==> src/rtl/booth_mult_ctrl_if.sv <==
// Handshake and result bundle between the operand-capture logic, the Booth
// multiplier controller and the result/display path.
interface booth_mult_ctrl_if #(
    parameter int WIDTH = 8
);
    localparam int CNT_W = $clog2(WIDTH);

    logic                    start;
    logic                    hold;
    logic signed [WIDTH-1:0] multiplicand;
    logic signed [WIDTH-1:0] multiplier;
    logic                    busy;
    logic                    done;
    logic [2*WIDTH-1:0]      product;
    logic [CNT_W-1:0]        step;

    modport master (
        output start, hold, multiplicand, multiplier,
        input  busy, done, product, step
    );

    modport slave (
        input  start, hold, multiplicand, multiplier,
        output busy, done, product, step
    );
endinterface

==> src/rtl/booth_mult_ctrl.sv <==
// Sequential radix-2 Booth multiplier: one step per non-held RUN cycle, WIDTH
// steps per operation, registered signed product with a one-cycle done pulse.
module booth_mult_ctrl #(
    parameter int WIDTH = 8
) (
    input logic           clk,
    input logic           rst,
    booth_mult_ctrl_if.slave bus
);
    localparam int CNT_W = $clog2(WIDTH);

    typedef enum logic [1:0] {
        IDLE,
        RUN,
        DONE
    } state_t;

    state_t state, state_next;

    // A and M carry one extra sign bit so that A +/- M never overflows,
    // even with a -2^(WIDTH-1) operand.
    logic [WIDTH:0]       acc;
    logic [WIDTH:0]       mcand;
    logic [WIDTH-1:0]     q_reg;
    logic                 q_1;
    logic [CNT_W-1:0]     step_cnt;
    logic [2*WIDTH-1:0]   product_reg;

    logic [WIDTH:0]       sum;
    logic [WIDTH:0]       acc_sh;
    logic [WIDTH-1:0]     q_sh;
    logic                 q1_sh;
    logic                 last_step;
    logic                 busy;
    logic                 done;

    // NOTE: every signal written here gets a default first, so no path leaves
    // one unassigned and no latch is inferred.
    always_comb begin
        state_next = state;
        sum        = acc;

        unique case ({q_reg[0], q_1})
            2'b01:   sum = acc + mcand;
            2'b10:   sum = acc - mcand;
            default: sum = acc;
        endcase

        acc_sh    = {sum[WIDTH], sum[WIDTH:1]};
        q_sh      = {sum[0], q_reg[WIDTH-1:1]};
        q1_sh     = q_reg[0];
        last_step = (step_cnt == CNT_W'(WIDTH - 1));

        unique case (state)
            IDLE:    if (bus.start) state_next = RUN;
            RUN:     if (!bus.hold && last_step) state_next = DONE;
            DONE:    state_next = IDLE;
            default: state_next = IDLE;
        endcase

        busy = (state != IDLE);
        done = (state == DONE);
    end

    // NOTE: sequential state uses non-blocking assignments so every register
    // samples the pre-edge values regardless of statement order.
    always_ff @(posedge clk) begin
        if (!rst) state <= IDLE;
        else      state <= state_next;
    end

    always_ff @(posedge clk) begin
        if (!rst) begin
            acc         <= '0;
            mcand       <= '0;
            q_reg       <= '0;
            q_1         <= 1'b0;
            step_cnt    <= '0;
            product_reg <= '0;
        end else begin
            unique case (state)
                IDLE: begin
                    if (bus.start) begin
                        acc      <= '0;
                        mcand    <= {bus.multiplicand[WIDTH-1], bus.multiplicand};
                        q_reg    <= bus.multiplier;
                        q_1      <= 1'b0;
                        step_cnt <= '0;
                    end
                end
                RUN: begin
                    if (!bus.hold) begin
                        acc   <= acc_sh;
                        q_reg <= q_sh;
                        q_1   <= q1_sh;
                        // Product is taken from the post-shift values of the final step.
                        if (last_step) product_reg <= {acc_sh[WIDTH-1:0], q_sh};
                        else           step_cnt    <= step_cnt + CNT_W'(1);
                    end
                end
                default: ;
            endcase
        end
    end

    assign bus.busy    = busy;
    assign bus.done    = done;
    assign bus.product = product_reg;
    assign bus.step    = step_cnt;
endmodule
==> src/flat_wrapper.sv <==
// flat-port wrapper written by rule: the top's interface ports become plain ports
module booth_mult_ctrl_flat 
#(
    parameter int WIDTH = 8
)
  (clk, rst, bus_start, bus_hold, bus_multiplicand, bus_multiplier, bus_busy, bus_done, bus_product, bus_step);
  booth_mult_ctrl_if #(.WIDTH(WIDTH)) bus_i ();
  input logic clk;
  input logic rst;
  input wire logic [$bits(bus_i.start)-1:0] bus_start;
  input wire logic [$bits(bus_i.hold)-1:0] bus_hold;
  input wire logic [$bits(bus_i.multiplicand)-1:0] bus_multiplicand;
  input wire logic [$bits(bus_i.multiplier)-1:0] bus_multiplier;
  output wire logic [$bits(bus_i.busy)-1:0] bus_busy;
  output wire logic [$bits(bus_i.done)-1:0] bus_done;
  output wire logic [$bits(bus_i.product)-1:0] bus_product;
  output wire logic [$bits(bus_i.step)-1:0] bus_step;
  assign bus_i.start = bus_start;
  assign bus_i.hold = bus_hold;
  assign bus_i.multiplicand = bus_multiplicand;
  assign bus_i.multiplier = bus_multiplier;
  assign bus_busy = bus_i.busy;
  assign bus_done = bus_i.done;
  assign bus_product = bus_i.product;
  assign bus_step = bus_i.step;
  booth_mult_ctrl #(.WIDTH(WIDTH)) u_core (.clk(clk), .rst(rst), .bus(bus_i));
endmodule
==> config.mk <==
export PLATFORM = sky130hd
export DESIGN_NAME = booth_mult_ctrl_flat
export DESIGN_NICKNAME = d
export VERILOG_FILES = /design/src/rtl/booth_mult_ctrl_if.sv /design/src/rtl/booth_mult_ctrl.sv /design/src/flat_wrapper.sv
export SDC_FILE = /design/constraint.sdc
export NUM_CORES = 1
export LEC_CHECK = 0
export CORE_MARGIN = 5
export CORE_UTILIZATION = 41
export DETAILED_ROUTE_END_ITERATION = 12
export PLACE_DENSITY = 0.7
export SETUP_SLACK_MARGIN = 0.3
export SLEW_MARGIN = 20
export SYNTH_ARGS = -nofsm -noshare
export SYNTH_HDL_FRONTEND = slang
export SYNTH_SLANG_ARGS = --single-unit
==> constraint.sdc <==
create_clock -name clk -period 3.7 [get_ports clk]
set_input_delay 0.74 -clock clk [delete_from_list [all_inputs] [get_ports clk]]
set_output_delay 0.74 -clock clk [all_outputs]
set_load 0.1 [all_outputs]
Yosys cells after proc, flatten, opt, wreduce, memory -nomap -nowiden:

Index checks and enable logic that the tools add are counted.

* multiplexer cells: 17
* reductions and logical operators: 10
* eq/ne operators: 9
* add/subtract/negate cells: 3
* bitwise operators: 1

Operators by type and width (count)
* $pmux W9 S2: 2
* $mux W9: 2
* $mux W8: 2
* $pmux W8 S2: 1
* $add A9 B9 Y9: 1
* $mux W3: 3
* $sub A9 B9 Y9: 1
* $ne A2 B2 Y1 const B: 3
* $pmux W3 S2: 1
* $reduce_and A3 Y1: 2
* $eq A2 B1 Y1 const B: 2
* $eq A2 B2 Y1 const B: 2
* $mux W2: 2
* $pmux W2 S2: 1
* $reduce_and A2 Y1: 2
* $reduce_and A4 Y1: 1
* $reduce_bool A2 Y1: 2
* $add A3 B1 Y3 const B: 1
* $eq A3 B3 Y1 const B: 1
* $logic_not A2 Y1: 1
* $mux W1: 2
* $ne A2 B1 Y1 const B: 1
* $pmux W1 S2: 1
* $logic_and A1 B1 Y1: 1
* other kinds (2): 2

* register bits: 47
* word-level logic and storage cells: 47

Logic depth before layout (Yosys ltp):

Gate-level depths: netlist (run 1).

* word-level depth: 4
* gate-level depth with buffers: 12

Worst setup path before layout (run 1):

Ideal clock, no wire load.

* kind: register -> register
* start: register u_core.q_1
* end: register u_core.acc[7]
* clock period less this slack: 2.791 ns
* path slack: 0.909 ns
* arrival time: 2.663 ns
* path buffers: 1
* cell stages (with the launch flop): 12
* required time: 3.572 ns
* path through: dfxtp_1 > inv_1 > ha_1 > clkbuf_1 > mux2_2 > fa_1 > nand2b_1 > a21oi_1 > o31a_2 > mux2_1 > a311oi_1 > nand3_1

* word-level cells in the longest chain between the ends: 4

RTL lines
* from (decl): line booth_mult_ctrl.sv:25 `logic q_1;`
* from (signal assigned): line booth_mult_ctrl.sv:95 `q_1 <= q1_sh;`
* $eq A2 B2 Y1 / $eq A2 B1 Y1 (equally long branches): line booth_mult_ctrl.sv:43 `unique case ({q_reg[0], q_1})`
* $pmux W9 S2 (*): line booth_mult_ctrl.sv:43
* $mux W9 (*): line booth_mult_ctrl.sv:92 `if (!bus.hold) begin`
* $pmux W9 S2 (*): line booth_mult_ctrl.sv:81 `unique case (state)`
* to (signal assigned): line booth_mult_ctrl.sv:93 `acc <= acc_sh;`
* to (decl): line booth_mult_ctrl.sv:22 `logic [WIDTH:0] acc;`

Mark *: on every way between the ends. The rest lies on a longest branch, timed or not. The select of a mux whose other input is x is not followed.
A chain may end at the register's enable or synchronous reset.

Final worst setup path (run 1):

* start: register u_core.q_reg[0]
* end: register u_core.acc[7]

* word-level cells in the longest chain between the ends: 4

RTL lines
* from (decl): line booth_mult_ctrl.sv:24 `logic [WIDTH-1:0] q_reg;`
* from (signal assigned): line booth_mult_ctrl.sv:86 `q_reg <= bus.multiplier;`
* from (signal assigned): line booth_mult_ctrl.sv:94 `q_reg <= q_sh;`
* $eq A2 B2 Y1 / $eq A2 B1 Y1 (equally long branches): line booth_mult_ctrl.sv:43
* $pmux W9 S2 (*): line booth_mult_ctrl.sv:43
* $mux W9 (*): line booth_mult_ctrl.sv:92
* $pmux W9 S2 (*): line booth_mult_ctrl.sv:81

Marks and branches as above.

==> results of run 1 <==
[layer usage]
| layer | share of wire, % | track usage [%] |
|---|---|---|
| met5 | 0 | 0 |
| met4 | 3.0 | 7.81 |
| met3 | 5.8 | 4.05 |
| met2 | 47 | 25.8 |
| met1 | 44 | 19.1 |
[per-stage QoR]
stage | utilization (%) | instance area [µm²] | hold slack [ns]
detailed placement | 49.6 | 2920 | 0.447
CTS | 51.0 | 3000 | 0.459
floorplan | - | 2480 | 0.432
finish | 51.0 | 3000 | 0.456
global placement | 49.6 | 2920 | 0.441
global route | 51.0 | 3000 | 0.474
[kinds of logic after synthesis]
family,after synthesis
and+or+nand+nor,141
buffers and inverters,25
xor gates and xnor gates,11
DFF,46
adders and majority gates,13
muxes,7
AOI/OAI and AO/OA,71
[area by class of cell]
type                            instances  area [µm²]
Clock buffer                            5        68.8
Clock inverter                          3        18.8
Fill cell                             595        2880
Inverter                                8        30.0
Multi-Input combinational cell        243        1450
Sequential cell                        46         921
Tap cell                               75        93.8
Timing Repair Buffer                   43         423
[worst paths after layout]
path,from,slack (ns),end
min,u_core.q_1$_SDFFE_PN0P_,0.46,u_core.q_1$_SDFFE_PN0P_
max,u_core.q_reg[0]$_SDFFE_PN0P_,0.75,u_core.acc[7]$_SDFFE_PN0P_
max reg2reg,u_core.q_reg[0]$_SDFFE_PN0P_,0.75,u_core.acc[7]$_SDFFE_PN0P_
min reg2reg,u_core.q_1$_SDFFE_PN0P_,0.46,u_core.q_1$_SDFFE_PN0P_
[power breakdown]
group / internal, mW / total (mW) / switching [mW]
Sequential: 0.513 / 0.531 / 0.0180
Combinational: 0.125 / 0.286 / 0.161
Clock: 0.133 / 0.316 / 0.183
[critical path, delay by kind of cell, from the launching register on]
kind            cells  cell delay (ns)
fa+ha+maj           2             0.77
mux                 2             0.73
compound gates      3             0.72
flops               1             0.36
simple gates        2             0.26
[cell usage in the layout, fill, tap and decap left out, drive strengths merged, types with 3 or more instances in the layout]
cell           count
a21boi             4
a21oi             27
a22oi              3
a311oi             9
a31oi              5
and2               3
buf                3
clkbuf             5
clkdlybuf4s50     40
dfxtp             46
ha                12
inv                9
mux2               4
mux2i              3
nand2             69
nand2b             5
nand3              9
nor2              30
nor2b              6
nor3               7
nor3b              3
nor4               3
o21ai             11
xnor2              8
xor2               3
==> run_summary.xml, run 1 <==
<?xml version="1.0" encoding="UTF-8"?>
<metrics>
  <group name="outcome">
    <metric name="run_status" unit="">finished clean</metric>
  </group>
  <group name="grt">
    <metric name="vias_in_the_first_global_route" unit="">2106</metric>
    <metric name="globalRouteOverflowTotal" unit="">0</metric>
    <metric name="groute.usage.overall" unit="%">15.7</metric>
    <metric name="grt_pass1_wl" unit="µm">9650</metric>
    <metric name="number_of_antenna_violations_at_the_first_check_in_global_routing" unit="">0</metric>
    <metric name="maximum_number_of_pins_on_one_net_before_global_route_repair" unit="">32</metric>
  </group>
  <group name="logic_synthesis">
    <metric name="synth_cells" unit="">314</metric>
    <metric name="synth_largest_area_cell" unit="">sky130_fd_sc_hd__dfxtp_1</metric>
    <metric name="synth-compound-area-share" unit="%">18.9</metric>
    <metric name="yosysWarnings" unit="">0</metric>
    <metric name="post-synth-top-area-fraction" unit="%">37.1</metric>
    <metric name="synthDistinctLibCells" unit="">48</metric>
    <metric name="mappedNetlistArea" unit="µm²">2480</metric>
    <metric name="simple_gate_portion_of_the_synthesized_area" unit="%">25.8</metric>
    <metric name="ys_seq_area_share" unit="%">37.1</metric>
    <metric name="yosys.area_share.adder" unit="%">6.86</metric>
    <metric name="synth.area.top_cells" unit="">sky130_fd_sc_hd__dfxtp_1 37%, sky130_fd_sc_hd__nand2_1 10%, sky130_fd_sc_hd__ha_1 6.1%, sky130_fd_sc_hd__a21oi_1 5.4%, sky130_fd_sc_hd__nor2_1 4.4%</metric>
    <metric name="synth_common_cells" unit="">69 x sky130_fd_sc_hd__nand2_1, 46 x sky130_fd_sc_hd__dfxtp_1, 29 x sky130_fd_sc_hd__nor2_1, 27 x sky130_fd_sc_hd__a21oi_1, 13 x sky130_fd_sc_hd__clkbuf_1</metric>
    <metric name="synth_ff_type" unit="">sky130_fd_sc_hd__dfxtp_1</metric>
    <metric name="synth-async-reset-ratio" unit="%">0</metric>
    <metric name="syn-num-nets" unit="">347</metric>
    <metric name="synth-edff-count" unit="">0</metric>
    <metric name="yosys.cell_count.top_type" unit="">sky130_fd_sc_hd__nand2_1</metric>
    <metric name="postSynthRegisterBits" unit="">46</metric>
    <metric name="synthXorXnorAreaFrac" unit="%">3.88</metric>
    <metric name="synth.mux.area_fraction" unit="%">3.03</metric>
    <metric name="avg_cell_area_syn" unit="µm²">7.90</metric>
    <metric name="combinational_family_with_the_most_area_after_synthesis" unit="">simple AND/OR/NAND/NOR gates</metric>
  </group>
  <group name="place">
    <metric name="numPlacedInstances" unit="">415</metric>
    <metric name="number_of_i_o_port_buffers" unit="">40</metric>
    <metric name="hpwl" unit="µm">4140</metric>
    <metric name="pre_cts_slack" unit="ns">0.777</metric>
    <metric name="gpl.final_weighted_congestion" unit="">0.850</metric>
  </group>
  <group name="die">
    <metric name="placement_rows" unit="">28</metric>
    <metric name="core-area" unit="µm²">5890</metric>
    <metric name="die_h" unit="µm">87.8</metric>
    <metric name="starting_density_of_the_core" unit="%">42.2</metric>
    <metric name="design.die.area" unit="µm²">7710</metric>
    <metric name="die_x" unit="µm">87.8</metric>
    <metric name="floorplan.io_pins" unit="">41</metric>
  </group>
  <group name="route">
    <metric name="antenna_violating_nets_post_route" unit="">0</metric>
    <metric name="drt-vias-per-instance" unit="">5.36</metric>
    <metric name="post_route_wl" unit="µm">5590</metric>
    <metric name="routed-via-count" unit="">2267</metric>
    <metric name="post_drt_wl_per_cell" unit="µm">13.2</metric>
    <metric name="drc" unit="">0</metric>
    <metric name="dr.first_iter.drc_count" unit="">160</metric>
    <metric name="firstDrtPassIters" unit="">5</metric>
  </group>
  <group name="clock_tree">
    <metric name="cts_repair_resize_count" unit="">0</metric>
    <metric name="cts.root.buffer_cell" unit="">sky130_fd_sc_hd__clkbuf_8</metric>
    <metric name="clock_sinks" unit="">46</metric>
    <metric name="cts.clk_slew.worst_paths" unit="ns">0.08</metric>
    <metric name="post_cts.repair.setup_buffers" unit="">0</metric>
    <metric name="cts_inserted_buffers" unit="">5</metric>
    <metric name="postCtsHoldBufs" unit="">0</metric>
    <metric name="insertion_delay" unit="ns">0.31</metric>
    <metric name="htree_num_levels" unit="">2</metric>
    <metric name="tritoncts" unit="">yes</metric>
    <metric name="max-clock-path-buffers" unit="">2</metric>
  </group>
  <group name="timing">
    <metric name="hold_violations" unit="">0</metric>
    <metric name="timing.final.crit_period" unit="ns">2.95</metric>
    <metric name="unrepaired_setup_endpoints_after_global_routing" unit="">false</metric>
    <metric name="maxSlewViolCount" unit="">0</metric>
    <metric name="finalCritPeriodShare" unit="%">79.7</metric>
    <metric name="fmaxAchievable" unit="MHz">339</metric>
    <metric name="tightestPinTransition" unit="ns">0.988</metric>
    <metric name="worst_clock_skew" unit="ns">0.0115</metric>
    <metric name="finalSetupTns" unit="ns">0</metric>
    <metric name="relSlewSlack" unit="%">33.9</metric>
    <metric name="setup_viol" unit="">0</metric>
    <metric name="setup_slack" unit="ns">0.751</metric>
  </group>
  <group name="critical_path">
    <metric name="r2r.worst_path.cells" unit="">9</metric>
    <metric name="crit_arrival" unit="ns">3.14</metric>
    <metric name="cp_class" unit="">flop to flop</metric>
    <metric name="crit_path_end_kind" unit="">flop</metric>
    <metric name="cp.required" unit="ns">3.89</metric>
    <metric name="crit_path_cell_trace" unit="">ha_1, mux2_2, fa_1, nand2b_1, a21oi_1, o31a_2, mux2_1, a311oi_1, nand3_1</metric>
    <metric name="start_kind" unit="">flop</metric>
    <metric name="timing.critical_path.slowest_stage_cell" unit="">sky130_fd_sc_hd__fa_1</metric>
    <metric name="critPathMaxFanout" unit="">8</metric>
    <metric name="cp_slowest_stage_delay" unit="ns">0.44</metric>
  </group>
  <group name="power">
    <metric name="post-layout-total-power" unit="mW">1.13</metric>
    <metric name="p_leak" unit="nW">1.09</metric>
    <metric name="powerDensity" unit="nW/µm²">377</metric>
    <metric name="vdd_drop_max" unit="mV">0.215</metric>
  </group>
  <group name="min_path">
    <metric name="worstHoldPathCells" unit="">2</metric>
    <metric name="hold_class" unit="">flop to flop</metric>
  </group>
  <group name="layout">
    <metric name="post_route_cells_drive_above_1_share" unit="%">6.03</metric>
    <metric name="synth_to_final_area_change" unit="%">21.1</metric>
    <metric name="largest_register_ff_count" unit="">16</metric>
    <metric name="fin_nets" unit="">380</metric>
    <metric name="antenna_cells" unit="">0</metric>
    <metric name="final_standard_cell_count_with_taps_included_and_fillers_excluded" unit="">423</metric>
  </group>
  <group name="run">
    <metric name="max-cap-violations" unit="">0</metric>
  </group>
</metrics>
No activity file was read; power rests on OpenSTA's default activity.
==> inputs of run 2 (changes only) <==
--- a/config.mk
+++ b/config.mk
@@ -8,7 +8,7 @@
 export CORE_MARGIN = 5
 export CORE_UTILIZATION = 41
 export DETAILED_ROUTE_END_ITERATION = 12
-export PLACE_DENSITY = 0.7
+export PLACE_DENSITY = 0.73
 export SETUP_SLACK_MARGIN = 0.3
 export SLEW_MARGIN = 20
 export SYNTH_ARGS = -nofsm -noshare
==> constraint.sdc (replaced) <==
create_clock -name clk -period 2.5 [get_ports clk]
set_input_delay 0.5 -clock clk [delete_from_list [all_inputs] [get_ports clk]]
set_output_delay 0.5 -clock clk [all_outputs]
set_load 0.1 [all_outputs]
==> run_summary.xml, run 2 (same netlist as run 1, synthesis figures left out) <==
<?xml version="1.0" encoding="UTF-8"?>
<metrics>
  <group name="critical_path">
    <metric name="worst-r2r-setup-slack" unit="ns">-0.11</metric>
    <metric name="crit_path_end_kind" unit="">flop</metric>
    <metric name="start_kind" unit="">flop</metric>
    <metric name="crit_arrival" unit="ns">2.80</metric>
    <metric name="setup.worst_path.end" unit="">u_core.acc[7]$_SDFFE_PN0P_</metric>
    <metric name="cp_class" unit="">flop to flop</metric>
    <metric name="critPathMaxFanout" unit="">4</metric>
    <metric name="setup.worst_path.start" unit="">u_core.mcand[3]$_SDFFE_PN0P_</metric>
    <metric name="cp.required" unit="ns">2.69</metric>
    <metric name="reg2reg_to" unit="">u_core.acc[7]$_SDFFE_PN0P_</metric>
    <metric name="r2r.worst_path.cells" unit="">10</metric>
    <metric name="timing.rr.start" unit="">u_core.mcand[3]$_SDFFE_PN0P_</metric>
  </group>
  <group name="grt">
    <metric name="groute.usage.overall" unit="%">17.5</metric>
    <metric name="vias_in_the_first_global_route" unit="">2329</metric>
    <metric name="globalRouteOverflowTotal" unit="">0</metric>
    <metric name="maximum_number_of_pins_on_one_net_before_global_route_repair" unit="">18</metric>
    <metric name="grt_pass1_wl" unit="µm">10700</metric>
    <metric name="number_of_antenna_violations_at_the_first_check_in_global_routing" unit="">0</metric>
  </group>
  <group name="timing">
    <metric name="holdWs" unit="ns">0.457</metric>
    <metric name="fmaxAchievable" unit="MHz">383</metric>
    <metric name="relSlewSlack" unit="%">51.7</metric>
    <metric name="hold_violations" unit="">0</metric>
    <metric name="timing.final.crit_period" unit="ns">2.61</metric>
    <metric name="setup_slack" unit="ns">-0.110</metric>
    <metric name="finalCritPeriodShare" unit="%">104</metric>
    <metric name="worst_clock_skew" unit="ns">0.0103</metric>
    <metric name="setup_viol" unit="">2</metric>
    <metric name="unrepaired_setup_endpoints_after_global_routing" unit="">true</metric>
    <metric name="maxSlewViolCount" unit="">0</metric>
    <metric name="tightestPinTransition" unit="ns">0.722</metric>
  </group>
  <group name="layout">
    <metric name="post_route_cells_drive_above_1_share" unit="%">31.3</metric>
    <metric name="fillCellCount" unit="">538</metric>
    <metric name="postLayoutCellArea" unit="µm²">3480</metric>
    <metric name="most-common-layout-cells" unit="">68 x sky130_fd_sc_hd__nand2_1, 59 x sky130_fd_sc_hd__buf_4, 37 x sky130_fd_sc_hd__dfxtp_1</metric>
    <metric name="layout_commonest_cell" unit="">sky130_fd_sc_hd__nand2_1</metric>
    <metric name="largest_register_ff_count" unit="">16</metric>
    <metric name="synth_to_final_area_change" unit="%">40.3</metric>
    <metric name="fin_nets" unit="">419</metric>
    <metric name="postLayoutCoreUtil" unit="%">59.1</metric>
    <metric name="antenna_cells" unit="">0</metric>
  </group>
  <group name="clock_tree">
    <metric name="postCtsHoldBufs" unit="">0</metric>
    <metric name="max-clock-path-buffers" unit="">2</metric>
    <metric name="cts_inserted_buffers" unit="">5</metric>
    <metric name="tritoncts" unit="">yes</metric>
    <metric name="clock_sinks" unit="">46</metric>
    <metric name="htree_num_levels" unit="">2</metric>
    <metric name="cts.root.buffer_cell" unit="">sky130_fd_sc_hd__clkbuf_8</metric>
    <metric name="insertion_delay" unit="ns">0.30</metric>
    <metric name="cts.clk_slew.worst_paths" unit="ns">0.09</metric>
  </group>
  <group name="outcome">
    <metric name="violated_checks" unit="">negative setup slack</metric>
    <metric name="run_status" unit="">finished, violations left</metric>
  </group>
  <group name="power">
    <metric name="p_leak" unit="nW">1.38</metric>
    <metric name="powerDensity" unit="nW/µm²">552</metric>
    <metric name="vdd_drop_max" unit="mV">0.491</metric>
  </group>
  <group name="die">
    <metric name="core-area" unit="µm²">5890</metric>
    <metric name="starting_density_of_the_core" unit="%">42.2</metric>
    <metric name="floorplan.io_pins" unit="">41</metric>
    <metric name="design.die.area" unit="µm²">7710</metric>
    <metric name="die_h" unit="µm">87.8</metric>
    <metric name="placement_rows" unit="">28</metric>
    <metric name="die_x" unit="µm">87.8</metric>
  </group>
  <group name="place">
    <metric name="dpl_cell_area" unit="µm²">3200</metric>
    <metric name="pre_cts_slack" unit="ns">-0.114</metric>
    <metric name="hpwl" unit="µm">4880</metric>
    <metric name="gpl.final_weighted_congestion" unit="">0.871</metric>
    <metric name="number_of_i_o_port_buffers" unit="">40</metric>
  </group>
  <group name="min_path">
    <metric name="hold_class" unit="">flop to flop</metric>
  </group>
  <group name="route">
    <metric name="drt-vias-per-instance" unit="">5.23</metric>
    <metric name="post_route_wl" unit="µm">6660</metric>
    <metric name="routed-via-count" unit="">2414</metric>
    <metric name="post_drt_wl_per_cell" unit="µm">14.4</metric>
    <metric name="antenna_violating_nets_post_route" unit="">0</metric>
    <metric name="drc" unit="">0</metric>
    <metric name="firstDrtPassIters" unit="">4</metric>
    <metric name="dr.first_iter.drc_count" unit="">130</metric>
  </group>
  <group name="run">
    <metric name="max-cap-violations" unit="">0</metric>
  </group>
</metrics>
## run 2: worst min path at each step
stage | startpoint | endpoint | slack (ns) | depth (start not counted)
4_1_cts | u_core.bus.product[5]$_SDFFE_PN0P_ | u_core.bus.product[5]$_SDFFE_PN0P_ | 0.46 | 2
3_5_place_dp | u_core.bus.product[5]$_SDFFE_PN0P_ | u_core.bus.product[5]$_SDFFE_PN0P_ | 0.45 | 2
5_1_grt | u_core.q_1$_SDFFE_PN0P_ | u_core.q_1$_SDFFE_PN0P_ | 0.49 | 2
6_report | u_core.q_1$_SDFFE_PN0P_ | u_core.q_1$_SDFFE_PN0P_ | 0.46 | 2
2_1_floorplan | u_core.q_1$_SDFFE_PN0P_ | u_core.q_1$_SDFFE_PN0P_ | 0.44 | 2
3_3_place_gp | u_core.bus.product[5]$_SDFFE_PN0P_ | u_core.bus.product[5]$_SDFFE_PN0P_ | 0.45 | 2
## run 2: timing repair
item	4_1_cts	5_1_grt
buffers inserted	3	2
hold endpoints to repair	0	0
endpoints found under the setup margin	12	13
gates resized for setup	22	13
cloned	0	0
pin swaps	11	7
## run 2: critical path, cell delays in order, from the launching register on
cell and delay (ns):
sky130_fd_sc_hd__dfxtp_4 0.38, sky130_fd_sc_hd__nor4_4 0.34, sky130_fd_sc_hd__a21oi_2 0.10, sky130_fd_sc_hd__xnor2_1 0.14, sky130_fd_sc_hd__ha_2 0.17, sky130_fd_sc_hd__or2_1 0.24, sky130_fd_sc_hd__o32a_1 0.35, sky130_fd_sc_hd__o31a_2 0.15
sky130_fd_sc_hd__mux2_4 0.31, sky130_fd_sc_hd__a311oi_2 0.23, sky130_fd_sc_hd__nand3_1 0.09
## run 2: where the power goes
group          switching (mW)  internal, mW
registers              0.0271         0.760
clock network           0.267         0.198
logic                   0.328         0.340
## run 2: routing by layer
| layer | up-vias | global-route usage (%) | routed length, µm |
|---|---|---|---|
| li1 | 1234 | - | - |
| met1 | 1122 | 21.3 | 2910 |
| met3 | 10 | 4.14 | 303 |
| met4 | 0 | 5.44 | 96 |
| met5 | - | 0 | 0 |
| met2 | 48 | 30.3 | 3350 |
## run 2: cell type report
class / instances / area [µm²] / area share, %
clock buffers: 6 / 72.6 / 2.08
well taps: 75 / 93.8 / 2.70
repair buffers: 82 / 678 / 19.5
inverters: 8 / 32.5 / 0.935
flip-flops and latches: 46 / 935 / 26.9
clock inverters: 2 / 13.8 / 0.395
multi-input cells: 243 / 1660 / 47.6
## run 2: metrics by stage
| stage | power (mW) | TNS (ns) | cells |
|---|---|---|---|
| after floorplan | 1.16 | -0.0796 | 314 |
| after global placement | 1.35 | -0.0403 | 449 |
| after detailed placement | 1.36 | -0.118 | 449 |
| after CTS | 1.86 | -0.146 | 460 |
| after global routing | 2.01 | -0.483 | 462 |
| final | 1.92 | -0.153 | 462 |
